===== src/rtl/alu_pkg.sv =====
// Shared definitions for the ALU issue/retire stage: ALU control codes,
// MIPS R-type funct values and the issue controller state encoding.
package alu_pkg;

    localparam logic [3:0] ALU_ADD  = 4'b0000;
    localparam logic [3:0] ALU_SUB  = 4'b0001;
    localparam logic [3:0] ALU_AND  = 4'b0010;
    localparam logic [3:0] ALU_OR   = 4'b0011;
    localparam logic [3:0] ALU_NOR  = 4'b0100;
    localparam logic [3:0] ALU_SLT  = 4'b0101;
    localparam logic [3:0] ALU_SLL  = 4'b0110;
    localparam logic [3:0] ALU_SRL  = 4'b0111;
    localparam logic [3:0] ALU_MULT = 4'b1000;
    localparam logic [3:0] ALU_DIV  = 4'b1001;

    localparam logic [5:0] FN_SLL  = 6'h00;
    localparam logic [5:0] FN_SRL  = 6'h02;
    localparam logic [5:0] FN_MFHI = 6'h10;
    localparam logic [5:0] FN_MFLO = 6'h12;
    localparam logic [5:0] FN_MULT = 6'h18;
    localparam logic [5:0] FN_DIV  = 6'h1A;
    localparam logic [5:0] FN_ADD  = 6'h20;
    localparam logic [5:0] FN_SUB  = 6'h22;
    localparam logic [5:0] FN_AND  = 6'h24;
    localparam logic [5:0] FN_OR   = 6'h25;
    localparam logic [5:0] FN_NOR  = 6'h27;
    localparam logic [5:0] FN_SLT  = 6'h2A;

    localparam logic [1:0] ST_IDLE_ENC  = 2'd0;
    localparam logic [1:0] ST_ISSUE_ENC = 2'd1;
    localparam logic [1:0] ST_WAIT_ENC  = 2'd2;
    localparam logic [1:0] ST_WB_ENC    = 2'd3;

    typedef enum logic [1:0] {
        ST_IDLE  = ST_IDLE_ENC,
        ST_ISSUE = ST_ISSUE_ENC,
        ST_WAIT  = ST_WAIT_ENC,
        ST_WB    = ST_WB_ENC
    } state_t;

endpackage


===== src/rtl/alu_funct_decode.sv =====
// Combinational map from MIPS funct to ALU control plus op-class flags.
module alu_funct_decode
    import alu_pkg::*;
(
    input  logic [5:0] funct,
    output logic [3:0] alu_control,
    output logic       is_move,
    output logic       move_hi,
    output logic       is_muldiv,
    output logic       illegal
);

    // Decode funct; MOVE ops carry no meaningful ALU code.
    always_comb begin
        alu_control = ALU_ADD;
        is_move     = 1'b0;
        move_hi     = 1'b0;
        is_muldiv   = 1'b0;
        illegal     = 1'b0;
        case (funct)
            FN_ADD:  alu_control = ALU_ADD;
            FN_SUB:  alu_control = ALU_SUB;
            FN_AND:  alu_control = ALU_AND;
            FN_OR:   alu_control = ALU_OR;
            FN_NOR:  alu_control = ALU_NOR;
            FN_SLT:  alu_control = ALU_SLT;
            FN_SLL:  alu_control = ALU_SLL;
            FN_SRL:  alu_control = ALU_SRL;
            FN_MULT: begin
                alu_control = ALU_MULT;
                is_muldiv   = 1'b1;
            end
            FN_DIV: begin
                alu_control = ALU_DIV;
                is_muldiv   = 1'b1;
            end
            FN_MFHI: begin
                is_move = 1'b1;
                move_hi = 1'b1;
            end
            FN_MFLO: is_move = 1'b1;
            default: illegal = 1'b1;
        endcase
    end

endmodule


===== src/rtl/alu_issue_ctrl.sv =====
// Issue/retire stage in front of the ALU.
//   state | meaning
//   IDLE  | ready for a request; MOVE/illegal ops retire directly
//   ISSUE | alu_en pulsed for one cycle, operands held
//   WAIT  | waiting for alu_done, bounded by TIMEOUT_CYCLES
//   WB    | one-cycle writeback record presented
module alu_issue_ctrl
    import alu_pkg::*;
#(
    parameter int unsigned TIMEOUT_CYCLES = 15
) (
    input  logic        clk,
    input  logic        rst,
    input  logic        req_valid,
    output logic        req_ready,
    input  logic [5:0]  req_funct,
    input  logic [4:0]  req_shamt,
    input  logic [31:0] req_rs_val,
    input  logic [31:0] req_rt_val,
    input  logic [4:0]  req_rd,
    output logic        alu_en,
    output logic [3:0]  alu_control,
    output logic [31:0] alu_srcA,
    output logic [31:0] alu_srcB,
    input  logic [31:0] alu_result,
    input  logic [31:0] alu_hi,
    input  logic [31:0] alu_lo,
    input  logic        alu_overflow,
    input  logic        alu_done,
    output logic        wb_valid,
    output logic        wb_we,
    output logic [4:0]  wb_rd,
    output logic [31:0] wb_data,
    output logic        wb_ovf,
    output logic        wb_err,
    output logic        busy
);

    localparam logic [7:0] TIMEOUT_LIM = 8'(TIMEOUT_CYCLES);

    logic [3:0] dec_ctrl;
    logic       dec_move;
    logic       dec_hi;
    logic       dec_muldiv;
    logic       dec_illegal;

    alu_funct_decode u_decode (
        .funct       (req_funct),
        .alu_control (dec_ctrl),
        .is_move     (dec_move),
        .move_hi     (dec_hi),
        .is_muldiv   (dec_muldiv),
        .illegal     (dec_illegal)
    );

    state_t      state_q, state_d;
    logic [7:0]  cnt_q, cnt_d;
    logic        muldiv_q, muldiv_d;
    logic        alu_en_q, alu_en_d;
    logic [3:0]  alu_control_q, alu_control_d;
    logic [31:0] alu_srcA_q, alu_srcA_d;
    logic [31:0] alu_srcB_q, alu_srcB_d;
    logic        wb_valid_q, wb_valid_d;
    logic        wb_we_q, wb_we_d;
    logic [4:0]  wb_rd_q, wb_rd_d;
    logic [31:0] wb_data_q, wb_data_d;
    logic        wb_ovf_q, wb_ovf_d;
    logic        wb_err_q, wb_err_d;

    // Next-state and registered-output computation.
    always_comb begin
        state_d       = state_q;
        cnt_d         = cnt_q;
        muldiv_d      = muldiv_q;
        alu_en_d      = 1'b0;
        alu_control_d = alu_control_q;
        alu_srcA_d    = alu_srcA_q;
        alu_srcB_d    = alu_srcB_q;
        wb_valid_d    = 1'b0;
        wb_we_d       = 1'b0;
        wb_rd_d       = wb_rd_q;
        wb_data_d     = wb_data_q;
        wb_ovf_d      = wb_ovf_q;
        wb_err_d      = 1'b0;
        case (state_q)
            ST_IDLE: begin
                if (req_valid) begin
                    wb_rd_d = req_rd;
                    if (dec_illegal) begin
                        wb_data_d  = '0;
                        wb_ovf_d   = 1'b0;
                        wb_err_d   = 1'b1;
                        wb_valid_d = 1'b1;
                        state_d    = ST_WB;
                    end else if (dec_move) begin
                        wb_data_d  = dec_hi ? alu_hi : alu_lo;
                        wb_ovf_d   = 1'b0;
                        wb_we_d    = 1'b1;
                        wb_valid_d = 1'b1;
                        state_d    = ST_WB;
                    end else begin
                        alu_control_d = dec_ctrl;
                        alu_srcA_d    = (dec_ctrl == ALU_SLL || dec_ctrl == ALU_SRL)
                                        ? {27'd0, req_shamt} : req_rs_val;
                        alu_srcB_d    = req_rt_val;
                        muldiv_d      = dec_muldiv;
                        alu_en_d      = 1'b1;
                        state_d       = ST_ISSUE;
                    end
                end
            end
            ST_ISSUE: begin
                state_d = ST_WAIT;
            end
            ST_WAIT: begin
                if (alu_done) begin
                    wb_data_d  = muldiv_q ? 32'd0 : alu_result;
                    wb_ovf_d   = alu_overflow;
                    wb_we_d    = ~muldiv_q;
                    wb_valid_d = 1'b1;
                    state_d    = ST_WB;
                end else begin
                    cnt_d = cnt_q + 8'd1;
                    if (cnt_q + 8'd1 == TIMEOUT_LIM) begin
                        wb_data_d  = '0;
                        wb_ovf_d   = 1'b0;
                        wb_err_d   = 1'b1;
                        wb_valid_d = 1'b1;
                        state_d    = ST_WB;
                    end
                end
            end
            ST_WB: begin
                cnt_d   = '0;
                state_d = ST_IDLE;
            end
            default: state_d = ST_IDLE;
        endcase
    end

    // State and output registers; reset overrides everything.
    always_ff @(posedge clk) begin
        if (rst) begin
            state_q       <= ST_IDLE;
            cnt_q         <= '0;
            muldiv_q      <= 1'b0;
            alu_en_q      <= 1'b0;
            alu_control_q <= '0;
            alu_srcA_q    <= '0;
            alu_srcB_q    <= '0;
            wb_valid_q    <= 1'b0;
            wb_we_q       <= 1'b0;
            wb_rd_q       <= '0;
            wb_data_q     <= '0;
            wb_ovf_q      <= 1'b0;
            wb_err_q      <= 1'b0;
        end else begin
            state_q       <= state_d;
            cnt_q         <= cnt_d;
            muldiv_q      <= muldiv_d;
            alu_en_q      <= alu_en_d;
            alu_control_q <= alu_control_d;
            alu_srcA_q    <= alu_srcA_d;
            alu_srcB_q    <= alu_srcB_d;
            wb_valid_q    <= wb_valid_d;
            wb_we_q       <= wb_we_d;
            wb_rd_q       <= wb_rd_d;
            wb_data_q     <= wb_data_d;
            wb_ovf_q      <= wb_ovf_d;
            wb_err_q      <= wb_err_d;
        end
    end

    assign req_ready   = (state_q == ST_IDLE);
    assign busy        = (state_q != ST_IDLE);
    assign alu_en      = alu_en_q;
    assign alu_control = alu_control_q;
    assign alu_srcA    = alu_srcA_q;
    assign alu_srcB    = alu_srcB_q;
    assign wb_valid    = wb_valid_q;
    assign wb_we       = wb_we_q;
    assign wb_rd       = wb_rd_q;
    assign wb_data     = wb_data_q;
    assign wb_ovf      = wb_ovf_q;
    assign wb_err      = wb_err_q;

endmodule


===== config.mk =====
export PLATFORM = sky130hd
export DESIGN_NAME = alu_issue_ctrl
export DESIGN_NICKNAME = d
export VERILOG_FILES = /design/src/rtl/alu_pkg.sv /design/src/rtl/alu_funct_decode.sv /design/src/rtl/alu_issue_ctrl.sv
export SDC_FILE = /design/constraint.sdc
export NUM_CORES = 1
export LEC_CHECK = 0
export ABC_AREA = 0
export CELL_PAD_IN_SITES_DETAIL_PLACEMENT = 1
export CELL_PAD_IN_SITES_GLOBAL_PLACEMENT = 2
export CORE_MARGIN = 4
export CORE_UTILIZATION = 23
export DETAILED_ROUTE_END_ITERATION = 8
export PLACE_DENSITY_LB_ADDON = 0.1
export SLEW_MARGIN = 20
export SYNTH_ARGS = -nofsm -noshare
export SYNTH_HDL_FRONTEND = slang
export SYNTH_SLANG_ARGS = --single-unit

===== constraint.sdc =====
create_clock -name clk -period 3.9 [get_ports clk]
set_clock_uncertainty 0.1 [all_clocks]
set_input_delay 0.39 -clock clk [delete_from_list [all_inputs] [get_ports clk]]
set_output_delay 0.39 -clock clk [all_outputs]
set_load 0.005 [all_outputs]

### Yosys cells after proc, flatten, opt, wreduce, memory -nomap -nowiden

Index checks and enable logic that the tools add are counted.

* register bits: 121
* latch bits: 0
* RAM bits: 0
* memory bits (read-only): 0
* input port bits: 181
* logic and storage cells: 97
* memories: 0

* add/sub/neg operators: 1
* multipliers: 0
* div/mod/pow operators: 0
* magnitude comparators: 0
* equal/unequal tests: 21
* shift-type cells: 0
* mux-type cells: 42
* bitwise logic cells: 5
* reductions and logical operators: 15

Operators with widths (count)
* 32-bit 2-to-1 mux: 8
* 32-bit case mux with 2 select lines: 1
* 6-bit == test (second input constant): 6
* 4-bit case mux with 9 select lines: 1
* 6-bit by 5-bit == test with 1-bit output (second input constant): 4
* 1-bit 2-to-1 mux: 20
* 8-bit case mux with 2 select lines: 1
* 12-bit OR reduction: 1
* 2-bit 2-to-1 mux: 5
* 8-bit by 1-bit adder with 8-bit output (second input constant): 1
* 4-bit by 3-bit == test with 1-bit output (second input constant): 2
* 8-bit by 4-bit == test with 1-bit output (second input constant): 1
* 8-bit 2-to-1 mux: 1
* 1-bit case mux with 2 select lines: 4
* 2-bit case mux with 4 select lines: 1
* 4-bit AND reduction: 2
* 6-bit by 2-bit == test with 1-bit output (second input constant): 1
* 6-bit logical NOT: 1
* 2-bit AND reduction: 3
* 2-bit nonzero test: 3
* 1-bit inverter: 5
* 2-bit == test (second input constant): 2
* 2-bit != test (second input constant): 2
* 2-bit OR reduction: 2
* other kinds (6): 6

### Longest topological paths before layout

Gate-level depths: netlist of run 1.

* depth after elaboration: 7
* depth in mapped cells: 9
* depth with buffers taken out: 7

### Hierarchy

Synthesis of run 1 repeated with hierarchy kept, for this count alone.

* cells, all modules: 599
* area total of the unflattened synthesis: 5515.3 sq um

By module, submodules not included
* alu_issue_ctrl: times used 1, cells an instance 571, area an instance 5295.1 sq um, sequential area each 2422.3 sq um
* alu_funct_decode: times used 1, cells an instance 28, area an instance 220.2 sq um, sequential area each 0.0 sq um

### Worst setup path after synthesis of run 1

No wires, ideal clock.

* kind: register -> register
* from: reg cnt_q[0]
* to: reg wb_data_q[10] (netlist: wb_data[10])
* setup time: 0.072 ns
* data arrival time: 1.981 ns
* required time: 3.728 ns
* path slack: 1.747 ns
* stages on the path, launching flop included: 9
* clock period less this slack: 2.153 ns
* path through: dfxtp_1 -> ha_1 -> and4_1 -> o211a_1 -> a211o_1 -> nand4_4 -> a21oi_4 -> buf_12 -> mux2i_1

* word-level cells in the longest chain between the ends: 4

RTL lines
* start, declared: RTL line alu_issue_ctrl.sv:57 `logic [7:0] cnt_q, cnt_d;`
* start signal, assigned: RTL line alu_issue_ctrl.sv:159 `cnt_q <= cnt_d;`
* 8-bit by 1-bit adder with 8-bit output: RTL line alu_issue_ctrl.sv:124 `if (cnt_q + 8'd1 == TIMEOUT_LIM) begin`
* 8-bit by 4-bit == test with 1-bit output: RTL line alu_issue_ctrl.sv:124
* 3-bit != test (no source line)
* 4-bit AND reduction (no source line)
* end signal, assigned: RTL line alu_issue_ctrl.sv:168 `wb_data_q <= wb_data_d;`
* end, declared: RTL line alu_issue_ctrl.sv:66 `logic [31:0] wb_data_q, wb_data_d;`

No other way between the ends.
A chain may end at the register's enable or synchronous reset.

### Worst setup path after layout of run 1

* from: in req_funct[3]
* to: reg wb_data_q[31] (netlist: wb_data[31])

* word-level cells in the longest chain between the ends: 7

RTL lines
* start, declared: RTL line alu_issue_ctrl.sv:16 `input logic [5:0] req_funct,`
* 6-bit by 5-bit == test with 1-bit output: RTL line alu_funct_decode.sv:20 `case (funct)`
* 1-bit 2-to-1 mux: RTL line alu_funct_decode.sv:20
* 32-bit 2-to-1 mux: RTL line alu_issue_ctrl.sv:96 `wb_data_d = dec_hi ? alu_hi : alu_lo;`
* 32-bit 2-to-1 mux: RTL line alu_issue_ctrl.sv:95 `end else if (dec_move) begin`
* 32-bit 2-to-1 mux: RTL line alu_issue_ctrl.sv:89 `if (dec_illegal) begin`
* 32-bit 2-to-1 mux: RTL line alu_issue_ctrl.sv:87 `if (req_valid) begin`
* 32-bit case mux with 2 select lines: RTL line alu_issue_ctrl.sv:85 `case (state_q)`

Several ways; a longest one is shown, not always the timed one. The select of a mux whose other input is x is not followed.

==> key figures, run 1 <==
Die
  • # IOs: 293
  • Die area: ~0.027 sq mm
  • Core Footprint: 0.02425 sq mm
  • Die Span Y: 164.8 um
  • Initial Util: 0.2333
  • Cell row count: 57
  • Die width: approximately 160 um

Timing
  • Tmin final: 2.746 ns
  • Worst slew pin tran: between 0.7 and 0.8 ns
  • RSZ-0062 raised after global routing: no
  • Final Max Tran Viols: 0
  • Highest clock rate: about 360 MHz
  • Tcrit/Tclk final: 0.7042
  • Final setup fails: 0
  • Max_slew headroom: 0.4761
  • Post-Route Setup TNS: 0 ns
  • Fin. Hold Viols: 0

Place
  • Area of placed instances: around 0.0088 sq mm
  • DP Wirelength: between 15 and 20 mm
  • Port buffer count: between 200 and 300
  • GPL Wtd Cong: between 0.8 and 0.9

Pwr
  • Power Dens Cells: 433.4 mW/mm^2
  • Leak Pwr: roughly 3.3 nW
  • Overall power: 0.004085 W
  • Sw frac: 0.2977
  • Psw: between 0.001 and 0.0015 W
  • Clock Power Share: 0.389
  • Reg power frac: 0.343
  • Internal Power: ~0.0029 W
  • Worst vdd ir: about 0.18 mV
  • Comb pwr share: 0.267

Synth
  • Post-Syn Area: around 0.0057 sq mm
  • Post-synth top area share: 0.4281
  • Post-synth EDFFs: 0
  • Post-synth net total: 840
  • Dominant cell type by area after synthesis: dfxtp_1
  • Synthesized area per cell: around 8.7 sq um
  • Main flop type after synthesis: dfxtp_1
  • Syn Inst Count: between 600 and 700
  • Top cells by count, synth: 121 x dfxtp_1, 121 x nand2_1, 75 x a21oi_1, 38 x mux2i_1, 36 x nand3_1
  • Yosys reg bits: about 120
  • Distinct cells, synth: between 50 and 60
  • Yosys warns: 0
  • Sequential area share after synthesis: 0.4281
  • Asr flop ratio synth: 0
  • Synth area leaders: dfxtp_1 43%, nand2_1 8.0%, mux2i_1 6.7%

Finish
  • Nets@finish: around 1,100
  • Fin area: 0.009427 sq mm
  • Area Overhead vs Synth: 66.61%
  • Share of cells above drive strength 1: 0.09422

Detailed routing
  • Iter 0 DRT Violations: about 230
  • Final WL: ~22 mm
  • DRC: 0
  • Vias per cell: roughly 4.6
  • DR vias: ~5,700
  • Drt first pass iters: 4
  • WL per Instance: around 18 um
  • Detail Route Antenna Nets: 0

CTS
  • H-tree depth: 4
  • Setup bufs post-CTS: 0
  • Post_cts resized: 0
  • Deepest clock path buffer count: 2
  • CTS tree: done
  • Root Driver: clkbuf_16
  • Hold buffer count at cts: 0
  • CTS sink cnt: roughly 120
  • Reg clk slew, reported paths: about 0.06 ns
  • Inserted Clock Buffers: 17
  • Skew-Pair Late Insertion Delay: just over 0.4 ns

Global route
  • Global-route congestion overflow total: 0
  • First-pass GRT wire length: about 34 mm
  • Vias in the first global route: 6,262
  • Initial antenna violation count: 1
  • GR Util All Layers: 0.1622
  • Largest net degree at the start of global routing: 72

Job
  • MaxCap Viol Count: 0

Worst setup path
  • Worst R2R Setup Slack: around 1.2 ns
  • CP Class: in2reg
  • Critical path data arrival time: between 2 and 3 ns
  • Crit path capture type: flip-flop
  • Crit-path max FO: 33
  • Critical Path Source Type: primary input
  • Worst endpoint required time: about 4.1 ns

Hold path
  • Worst Hold Class: reg2reg

Outcome
  • Run status: completed
[registers in the layout (all words and copies together), names as in the netlist, 2 cells and up]
signal / cells
alu_control: 4
alu_srcA: 32
alu_srcB: 32
cnt_q: 8
state_q: 2
wb_data: 32
wb_rd: 5
[layer usage]
metal / part of all wire / global-route usage / up-vias
met5: 0 / 0 / -
met4: 0.015 / 0.04953 / 0
met3: 0.094 / 0.06963 / 19
met2: 0.48 / 0.2745 / 210
met1: 0.41 / 0.1856 / 2702
li1: - / - / 2814
[placed cells by master, fill, tap and decap left out, types with 10 or more instances in the layout]
master,n
mux2i_1,38
clkdlybuf4s50_1,291
nand2b_1,34
inv_1,10
nand2_1,121
dfxtp_1,121
nor2_1,25
mux2_2,32
nand3_1,35
a22oi_1,32
a21oi_1,75
clkbuf_16,17
[per-stage QoR]
step	cells	util	setup slack, ns	hold WS (ns)
floorplan	654	-	1.747	0.3316
global placement	1226	0.3642	0.8255	0.3380
detailed placement	1226	0.3642	0.7396	0.3457
CTS	1258	0.3886	1.175	0.3539
global route	1259	0.3888	1.007	0.3707
finish	1259	0.3888	1.154	0.3522
[cell families (layout without fill, tap and decap cells)]
group | Yosys count | count (layout) | synth area share
xor+xnor | 2 | 2 | 0.003097
fa+ha+maj | 5 | 5 | 0.01106
simple gates | 247 | 247 | 0.2081
mux | 70 | 70 | 0.1309
buf+inv | 63 | 343 | 0.05440
compound gates | 146 | 146 | 0.1643
other cells | 0 | 1 | 0
flops | 121 | 121 | 0.4281
[power groups by stage]
stage	Sequential, W	Combinational (W)	Clock (W)
finish	0.00140	0.00109	0.00159
floorplan	0.00143	0.000588	0
global placement	0.00142	0.00109	0
CTS	0.00140	0.00112	0.00165
detailed placement	0.00143	0.00111	0
global route	0.00142	0.00120	0.00170
[critical path, stage by stage]
cell and delay [ns]:
clkdlybuf4s50_1 0.69, and4b_4 0.27, a22o_1 0.28, or2_1 0.27, a2bb2oi_2 0.16, a21oi_4 0.15
buf_4 0.48, mux2i_1 0.27
[area by class of cell]
type | count | area (sq um)
sequential | 121 | 2422
multi-input combinational | 470 | 2954
clock buffer | 18 | 429.2
antenna | 1 | 2.502
clock inverter | 14 | 162.7
inverter | 10 | 37.54
tap | 324 | 405.4
fill | 2817 | 14820
timing repair buffer | 301 | 3013
[worst paths after layout]
path	startpoint	to	cells past startpoint
min	alu_srcB[9]	alu_srcB[9]	2
min reg2reg	alu_srcB[9]	alu_srcB[9]	2
max reg2reg	state_q[0]	wb_data[7]	8
max	req_funct[3]	wb_data[31]	8
Note: power is estimated with default switching activity, not from simulation.
==> run 2: changes to the inputs <==
--- a/config.mk
+++ b/config.mk
@@ -9,7 +9,7 @@
 export CELL_PAD_IN_SITES_DETAIL_PLACEMENT = 1
 export CELL_PAD_IN_SITES_GLOBAL_PLACEMENT = 2
 export CORE_MARGIN = 4
-export CORE_UTILIZATION = 23
+export CORE_UTILIZATION = 19
 export DETAILED_ROUTE_END_ITERATION = 8
 export PLACE_DENSITY_LB_ADDON = 0.1
 export SLEW_MARGIN = 20
==> constraint.sdc (replaced) <==
create_clock -name clk -period 2.4 [get_ports clk]
set_clock_uncertainty 0.1 [all_clocks]
set_input_delay 0.24 -clock clk [delete_from_list [all_inputs] [get_ports clk]]
set_output_delay 0.24 -clock clk [all_outputs]
set_load 0.005 [all_outputs]
==> run 2 against run 1 <==
  * Largest power group unchanged
  * Clock power up 66%
  * Highest routed layer is now met5
  * Hold slack got worse by 0.16 ns
  * Power rose by 68%
==> key figures, run 2 (synthesized netlist as in run 1, its figures left out) <==
Hold path
  • Worst Hold Class: in2reg (was reg2reg)

Finish
  • Most frequent cells in the layout: 291 x clkdlybuf4s50_1, 121 x nand2_1, 120 x dfxtp_1 (was 291 x clkdlybuf4s50_1, 121 x nand2_1, 121 x dfxtp_1)
  • Ant diodes: 0 (was 1)
  • Share of cells above drive strength 1: 0.1224 (was 0.09422)
  • Nets@finish: 1,137 (was 1,107)
  • Cell Count, Final, Fillers Out: 1,348 (was 1,259)
  • Area Overhead vs Synth: 73.95% (was 66.61%)
  • Commonest non-fill, non-tap cell in the layout: clkdlybuf4s50_1 (unchanged)
  • Fin area: 0.009842 sq mm (was 0.009427 sq mm)

CTS
  • Reg clk slew, reported paths: 0.06 ns (about the same)
  • Deepest clock path buffer count: 2 (unchanged)
  • Setup bufs post-CTS: 0 (unchanged)
  • Inserted Clock Buffers: 17 (unchanged)
  • H-tree depth: 4 (unchanged)
  • CTS tree: done (unchanged)
  • Skew-Pair Late Insertion Delay: 0.41 ns (about the same)
  • Root Driver: clkbuf_16 (unchanged)
  • CTS sink cnt: 121 (unchanged)

Worst setup path
  • Worst path top cell family by delay: buffers and inverters (unchanged)
  • Critical-path top delay cell: clkdlybuf4s50_1 (unchanged)
  • Crit-path cells: inv_1 -> ha_1 -> inv_1 -> clkdlybuf4s50_1 (was clkdlybuf4s50_1 -> and4b_4 -> a22o_1 -> or2_1 -> a2bb2oi_2 -> a21oi_4 -> buf_4 -> mux2i_1)
  • Crit path capture type: output port (was flip-flop)
  • Worst endpoint required time: 2.06 ns (was 4.13 ns)
  • Cell mode on critical path: inv_1
  • Critical path data arrival time: 1.87 ns (was 2.98 ns)
  • Critical Path Source Type: flip-flop (was primary input)
  • CP Class: reg2out (was in2reg)
  • CP max stage delay: 0.56 ns (was 0.69 ns)
  • Crit-path max FO: 6 (was 33)
  • WP buf/inv: 3 (was 2)

Place
  • DP Wirelength: 17.27 mm (was 17.01 mm)
  • Area of placed instances: 0.009245 sq mm (was 0.008832 sq mm)
  • GPL Wtd Cong: 0.7247 (was 0.8080)
  • Dpl cells: 1,316 (was 1,226)
  • Port buffer count: 292 (unchanged)

Timing
  • Fin. Hold Viols: 0 (unchanged)
  • Final setup fails: 0 (unchanged)
  • Final Max Tran Viols: 0 (unchanged)
  • Tmin final: 2.213 ns
  • Highest clock rate: around 450 MHz
  • RSZ-0062 raised after global routing: no (unchanged)
  • Max_slew headroom: 0.6452 (was 0.4761)
  • Tcrit/Tclk final: 0.9223
  • Worst slew pin tran: 0.5321 ns (was 0.7858 ns)

Pwr
  • Internal Power: 0.004883 W (was 0.002869 W)
  • Sw frac: 0.2865 (was 0.2977)
  • Psw: 0.001961 W (was 0.001216 W)
  • Comb pwr share: 0.282 (was 0.267)
  • Clock Power Share: 0.386 (was 0.389)
  • Power Dens Cells: 695.3 mW/mm^2 (was 433.4 mW/mm^2)
  • Leak Pwr: 3.469 nW (was 3.265 nW)
  • Worst vdd ir: 0.3883 mV (was 0.1819 mV)
  • Reg power frac: 0.332 (was 0.343)

Detailed routing
  • WL per Instance: 17.44 um (was 17.84 um)
  • Final WL: 23.51 mm (was 22.47 mm)
  • DRC: 0 (unchanged)
  • Drt first pass iters: 4 (unchanged)
  • Vias per cell: 4.277 (was 4.563)
  • Detail Route Antenna Nets: 0 (unchanged)
  • DR vias: 5,766 (was 5,745)
  • Iter 0 DRT Violations: 163 (was 229)

Global route
  • Initial antenna violation count: 2 (was 1)
  • Largest net degree at the start of global routing: 64 (was 72)
  • Vias in the first global route: 6,054 (was 6,262)
  • GR Util All Layers: 0.1408 (was 0.1622)
  • First-pass GRT wire length: 36.45 mm (was 34.43 mm)
  • Global-route congestion overflow total: 0 (unchanged)

Job
  • MaxCap Viol Count: 0 (unchanged)

Die
  • Core Footprint: 0.02901 sq mm (was 0.02425 sq mm)
  • Die area: 0.03260 sq mm (was 0.02717 sq mm)
  • # IOs: 293 (unchanged)
  • Initial Util: 0.1950 (was 0.2333)
  • Die Span Y: 180.6 um (was 164.8 um)
  • Cell row count: 62 (was 57)
  • Die width: 180.6 um (was 164.8 um)

Outcome
  • Run status: completed (unchanged)
## run 2: cell type report
cell class	instances	area, sq um
fill	3362	19170
timing repair buffer	331	3351
multi-input combinational	470	2954
sequential	121	2424
tap	384	480.5
clock buffer	20	446.7
clock inverter	12	148.9
inverter	10	37.54
## run 2: repair_timing
action                     4_1_cts  5_1_grt
setup endpoints to repair        0       13
resized for setup                0        1
hold buffers                     0        0
## run 2: metrics by stage
stage | total power, W | hold WS (ns) | setup TNS, ns | setup slack, ns | util
5_1_grt | 0.007254 | 0.2061 | 0 | 0.02088 | 0.3392
3_5_place_dp | 0.004281 | 0.3472 | -3.161 | -0.1242 | 0.3187
3_3_place_gp | 0.004285 | 0.3398 | -1.496 | -0.05950 | 0.3187
4_1_cts | 0.007012 | 0.1938 | 0 | 0.1316 | 0.3392
2_1_floorplan | 0.003275 | 0.2760 | 0 | 0.2474 | -
6_report | 0.006843 | 0.1908 | 0 | 0.1866 | 0.3392
## run 2: worst reg2reg max path, stage by stage (launching register included)
cell	delay, ns
dfxtp_1	0.40
ha_1	0.23
and4_1	0.28
o211a_1	0.17
a211o_1	0.15
nand4_4	0.13
a21oi_4	0.23
buf_12	0.22
mux2i_1	0.21
## run 2: per-layer routing
metal  up-vias  global-route usage  wire [um]
met4         4             0.02722        146
met5         -                   0         34
li1       2884                   -          -
met2       169              0.2331      11090
met3        14             0.06459       2157
met1      2695              0.1696      10080
## run 2: power groups by stage
stage / sequential, W / clock, W / combinational [W]
6_report: 0.00228 / 0.00264 / 0.00193
5_1_grt: 0.00230 / 0.00285 / 0.00211
4_1_cts: 0.00228 / 0.00276 / 0.00198
3_5_place_dp: 0.00232 / 0 / 0.00197
3_3_place_gp: 0.00231 / 0 / 0.00197
2_1_floorplan: 0.00232 / 0 / 0.000955
## run 2: final timing paths
check	from	endpoint	slack [ns]	cells after the start
max	state_q[0]	busy	0.19	4
min	rst	cnt_q[2]	0.19	2
max reg2reg	cnt_q[1]	wb_data[9]	0.21	8
min reg2reg	alu_srcA[28]	alu_srcA[28]	0.35	2
==> run 3: changes to the inputs <==
--- a/config.mk
+++ b/config.mk
@@ -12,7 +12,7 @@
 export CORE_UTILIZATION = 19
 export DETAILED_ROUTE_END_ITERATION = 8
 export PLACE_DENSITY_LB_ADDON = 0.1
-export SLEW_MARGIN = 20
+export SLEW_MARGIN = 15
 export SYNTH_ARGS = -nofsm -noshare
 export SYNTH_HDL_FRONTEND = slang
 export SYNTH_SLANG_ARGS = --single-unit
==> constraint.sdc (replaced) <==
create_clock -name clk -period 2.4 [get_ports clk]
set_clock_uncertainty 0.1 [all_clocks]
set_input_delay 0.48 -clock clk [delete_from_list [all_inputs] [get_ports clk]]
set_output_delay 0.48 -clock clk [all_outputs]
set_load 0.005 [all_outputs]
==> run 3 against run 2 <==
  * Clock power is essentially flat
  * Hold slack gained 0.16 ns
  * Die area unchanged
  * Critical path type is now in2reg
  * Highest routed layer unchanged
  * Power up 2.3%
  * Non-clock buffer count rose by 15
  * Largest power group unchanged
==> key figures, run 3 (synthesized netlist as in run 1, its figures left out) <==
Outcome
  • Run status: completed (unchanged)

Worst setup path
  • Crit path capture type: flip-flop (was output port)
  • Reg2reg start: cnt_q[0] (was cnt_q[1])
  • Crit-path max FO: 9 (was 6)
  • Critical Path Source Type: primary input (was flip-flop)
  • R2R cell count: 9 (was 8)
  • WP buf/inv: 3 (unchanged)
  • Critical path data arrival time: 2.55 ns (was 1.87 ns)
  • Worst endpoint required time: 2.64 ns (was 2.06 ns)
  • CP max stage delay: 0.46 ns (was 0.56 ns)
  • Critical-path top delay cell: clkdlybuf4s50_1 (unchanged)
  • CP Class: in2reg (was reg2out)
  • Worst R2R Setup Slack: 0.16 ns (was 0.21 ns)
  • RR Endpoint: wb_data[9] (unchanged)
  • Worst path top cell family by delay: buffers and inverters (unchanged)
  • Crit-path cells: clkdlybuf4s50_1 -> and4b_4 -> a22o_1 -> or2_4 -> a2bb2oi_2 -> a21oi_4 -> buf_12 -> clkbuf_16 -> mux2i_1 (was inv_1 -> ha_1 -> inv_1 -> clkdlybuf4s50_1)

Finish
  • Cell Count, Final, Fillers Out: 1,363 (was 1,348)
  • Commonest non-fill, non-tap cell in the layout: clkdlybuf4s50_1 (unchanged)
  • Nets@finish: 1,152 (was 1,137)
  • Fill count: 3,387 (was 3,362)
  • Ant diodes: 0 (unchanged)
  • Share of cells above drive strength 1: 0.1440 (was 0.1224)
  • Most frequent cells in the layout: 288 x clkdlybuf4s50_1, 121 x nand2_1, 118 x dfxtp_1 (was 291 x clkdlybuf4s50_1, 121 x nand2_1, 120 x dfxtp_1)
  • Area Overhead vs Synth: 76.74% (was 73.95%)

CTS
  • H-tree depth: 4 (unchanged)
  • CTS tree: done (unchanged)
  • Hold buffer count at cts: 0 (unchanged)
  • Root Driver: clkbuf_16 (unchanged)
  • Deepest clock path buffer count: 2 (unchanged)
  • Skew-Pair Late Insertion Delay: 0.41 ns (about the same)
  • Reg clk slew, reported paths: 0.06 ns (about the same)
  • CTS sink cnt: 121 (unchanged)
  • Inserted Clock Buffers: 17 (unchanged)

Timing
  • Fin. Hold Viols: 0 (unchanged)
  • RSZ-0062 raised after global routing: yes (was no)
  • Max_slew headroom: 0.6764 (was 0.6452)
  • Final setup fails: 0 (unchanged)
  • Tcrit/Tclk final: 0.9617 (was 0.9223)
  • Final Max Tran Viols: 0 (unchanged)
  • Tmin final: 2.308 ns (was 2.213 ns)
  • Final worst slack: 0.09201 ns (was 0.1866 ns)
  • Highest clock rate: 433.3 MHz (was 451.8 MHz)
  • Worst slew pin tran: 0.4854 ns (was 0.5321 ns)

Global route
  • First-pass GRT wire length: 36.51 mm (was 36.45 mm)
  • Initial antenna violation count: 1 (was 2)
  • Global-route congestion overflow total: 0 (unchanged)
  • Largest net degree at the start of global routing: 63 (was 64)
  • GR Util All Layers: 0.1408 (about the same)
  • Vias in the first global route: 6,132 (was 6,054)

Pwr
  • Worst vdd ir: 0.3942 mV (was 0.3883 mV)
  • Overall power: 0.007003 W (was 0.006843 W)
  • Leak Pwr: 3.578 nW (was 3.469 nW)
  • Power Dens Cells: 700.3 mW/mm^2 (was 695.3 mW/mm^2)

Detailed routing
  • Final WL: 23.86 mm (was 23.51 mm)
  • Iter 0 DRT Violations: 199 (was 163)
  • Vias per cell: 4.266 (was 4.277)
  • WL per Instance: 17.50 um (was 17.44 um)
  • Drt first pass iters: 4 (unchanged)
  • Detail Route Antenna Nets: 0 (unchanged)
  • DR vias: 5,814 (was 5,766)
  • DRC: 0 (unchanged)

Place
  • DP Worst Slack: -0.3644 ns (was -0.1242 ns)
  • Port buffer count: 292 (unchanged)
  • Dpl cells: 1,328 (was 1,316)
  • GPL Wtd Cong: 0.7392 (was 0.7247)
  • DP Wirelength: 17.55 mm (was 17.27 mm)

Die
  • Die area: 0.03260 sq mm (unchanged)
  • Initial Util: 0.1950 (unchanged)
  • Die width: 180.6 um (unchanged)
  • Die Span Y: 180.6 um (unchanged)
  • # IOs: 293 (unchanged)
  • Cell row count: 62 (unchanged)
  • Core Footprint: 0.02901 sq mm (unchanged)

Hold path
  • Worst Hold End: alu_srcA[22] (was cnt_q[2])
  • Worst Hold Launch: alu_srcA[22] (was rst)
  • Hold path depth: 2 (unchanged)
  • Worst Hold Class: reg2reg (was in2reg)

Job
  • MaxCap Viol Count: 0 (unchanged)
run 3: cell count changes in the layout (fill, tap and decap cells not counted), sizes merged:
cell / previous run / this run
buf: 40 / 53
inv: 11 / 15
clkdlybuf4s50: 291 / 288
dlymetal6s2s: 0 / 3
bufinv: 3 / 2
clkbuf: 20 / 19
clkinv: 7 / 6
clkinvlp: 1 / 2
run 3: metrics by stage:
stage / utilization / TNS [ns] / hold WS (ns) / cell area, sq um
6_report: 0.3447 / 0 / 0.3509 / 10000
3_3_place_gp: 0.3209 / -23.80 / 0.3394 / 9310
5_1_grt: 0.3447 / -0.02731 / 0.3611 / 10000
2_1_floorplan: - / 0 / 0.3316 / 5658
3_5_place_dp: 0.3209 / -27.26 / 0.3445 / 9310
4_1_cts: 0.3414 / 0 / 0.3536 / 9906
run 3: cell type report:
class / count / area (sq um) / share of cell area
flip-flops and latches: 121 / 2426 / 0.2426
repair buffers: 346 / 3493 / 0.3493
multi-input cells: 470 / 2970 / 0.2970
well taps: 384 / 480.5 / 0.04805
clock inverters: 15 / 166.4 / 0.01664
inverters: 10 / 37.54 / 0.003754
clock buffers: 17 / 425.4 / 0.04254
run 3: metal layers:
layer	GRT usage	wire length [um]
met1	0.1649	10010
met2	0.2373	11550
met3	0.06883	2149
met4	0.02450	121
met5	0	20
run 3: how the worst max path moves through the flow:
| stage | start | endpoint | slack (ns) | cells after the start |
|---|---|---|---|---|
| after CTS | state_q[0] | busy | 0.04 | 4 |
| after global routing | req_funct[4] | wb_data[12] | -0.008 | 9 |
| after global placement | req_funct[0] | wb_data[13] | -0.30 | 9 |
| final | req_funct[5] | wb_data[9] | 0.09 | 9 |
| after floorplan | req_funct[5] | wb_data[10] | 0.20 | 8 |
| after detailed placement | req_funct[2] | wb_data[29] | -0.36 | 8 |
run 3: worst reg2reg max path: stages (launching register included):
cell	delay [ns]
dfxtp_2	0.37
ha_1	0.21
and4_1	0.28
o211a_1	0.17
a211o_1	0.15
nand4_4	0.18
a21oi_4	0.20
buf_12	0.14
clkbuf_16	0.17
mux2i_1	0.19
run 3: timing repair:
action | CTS | global route
buffers inserted | 0 | 1
pin swaps | 0 | 1
endpoints found under the setup margin | 1 | 36
cloned | 0 | 2
gates resized for setup | 3 | 8
run 3: power by group:
part / internal [W] / leakage (nW) / switching, W
Sequential: 0.00218 / 0.980 / 0.0000962
Combinational: 0.00118 / 2.31 / 0.000924
Clock: 0.00155 / 0.287 / 0.00107
Total: 0.00491 / 3.58 / 0.00209
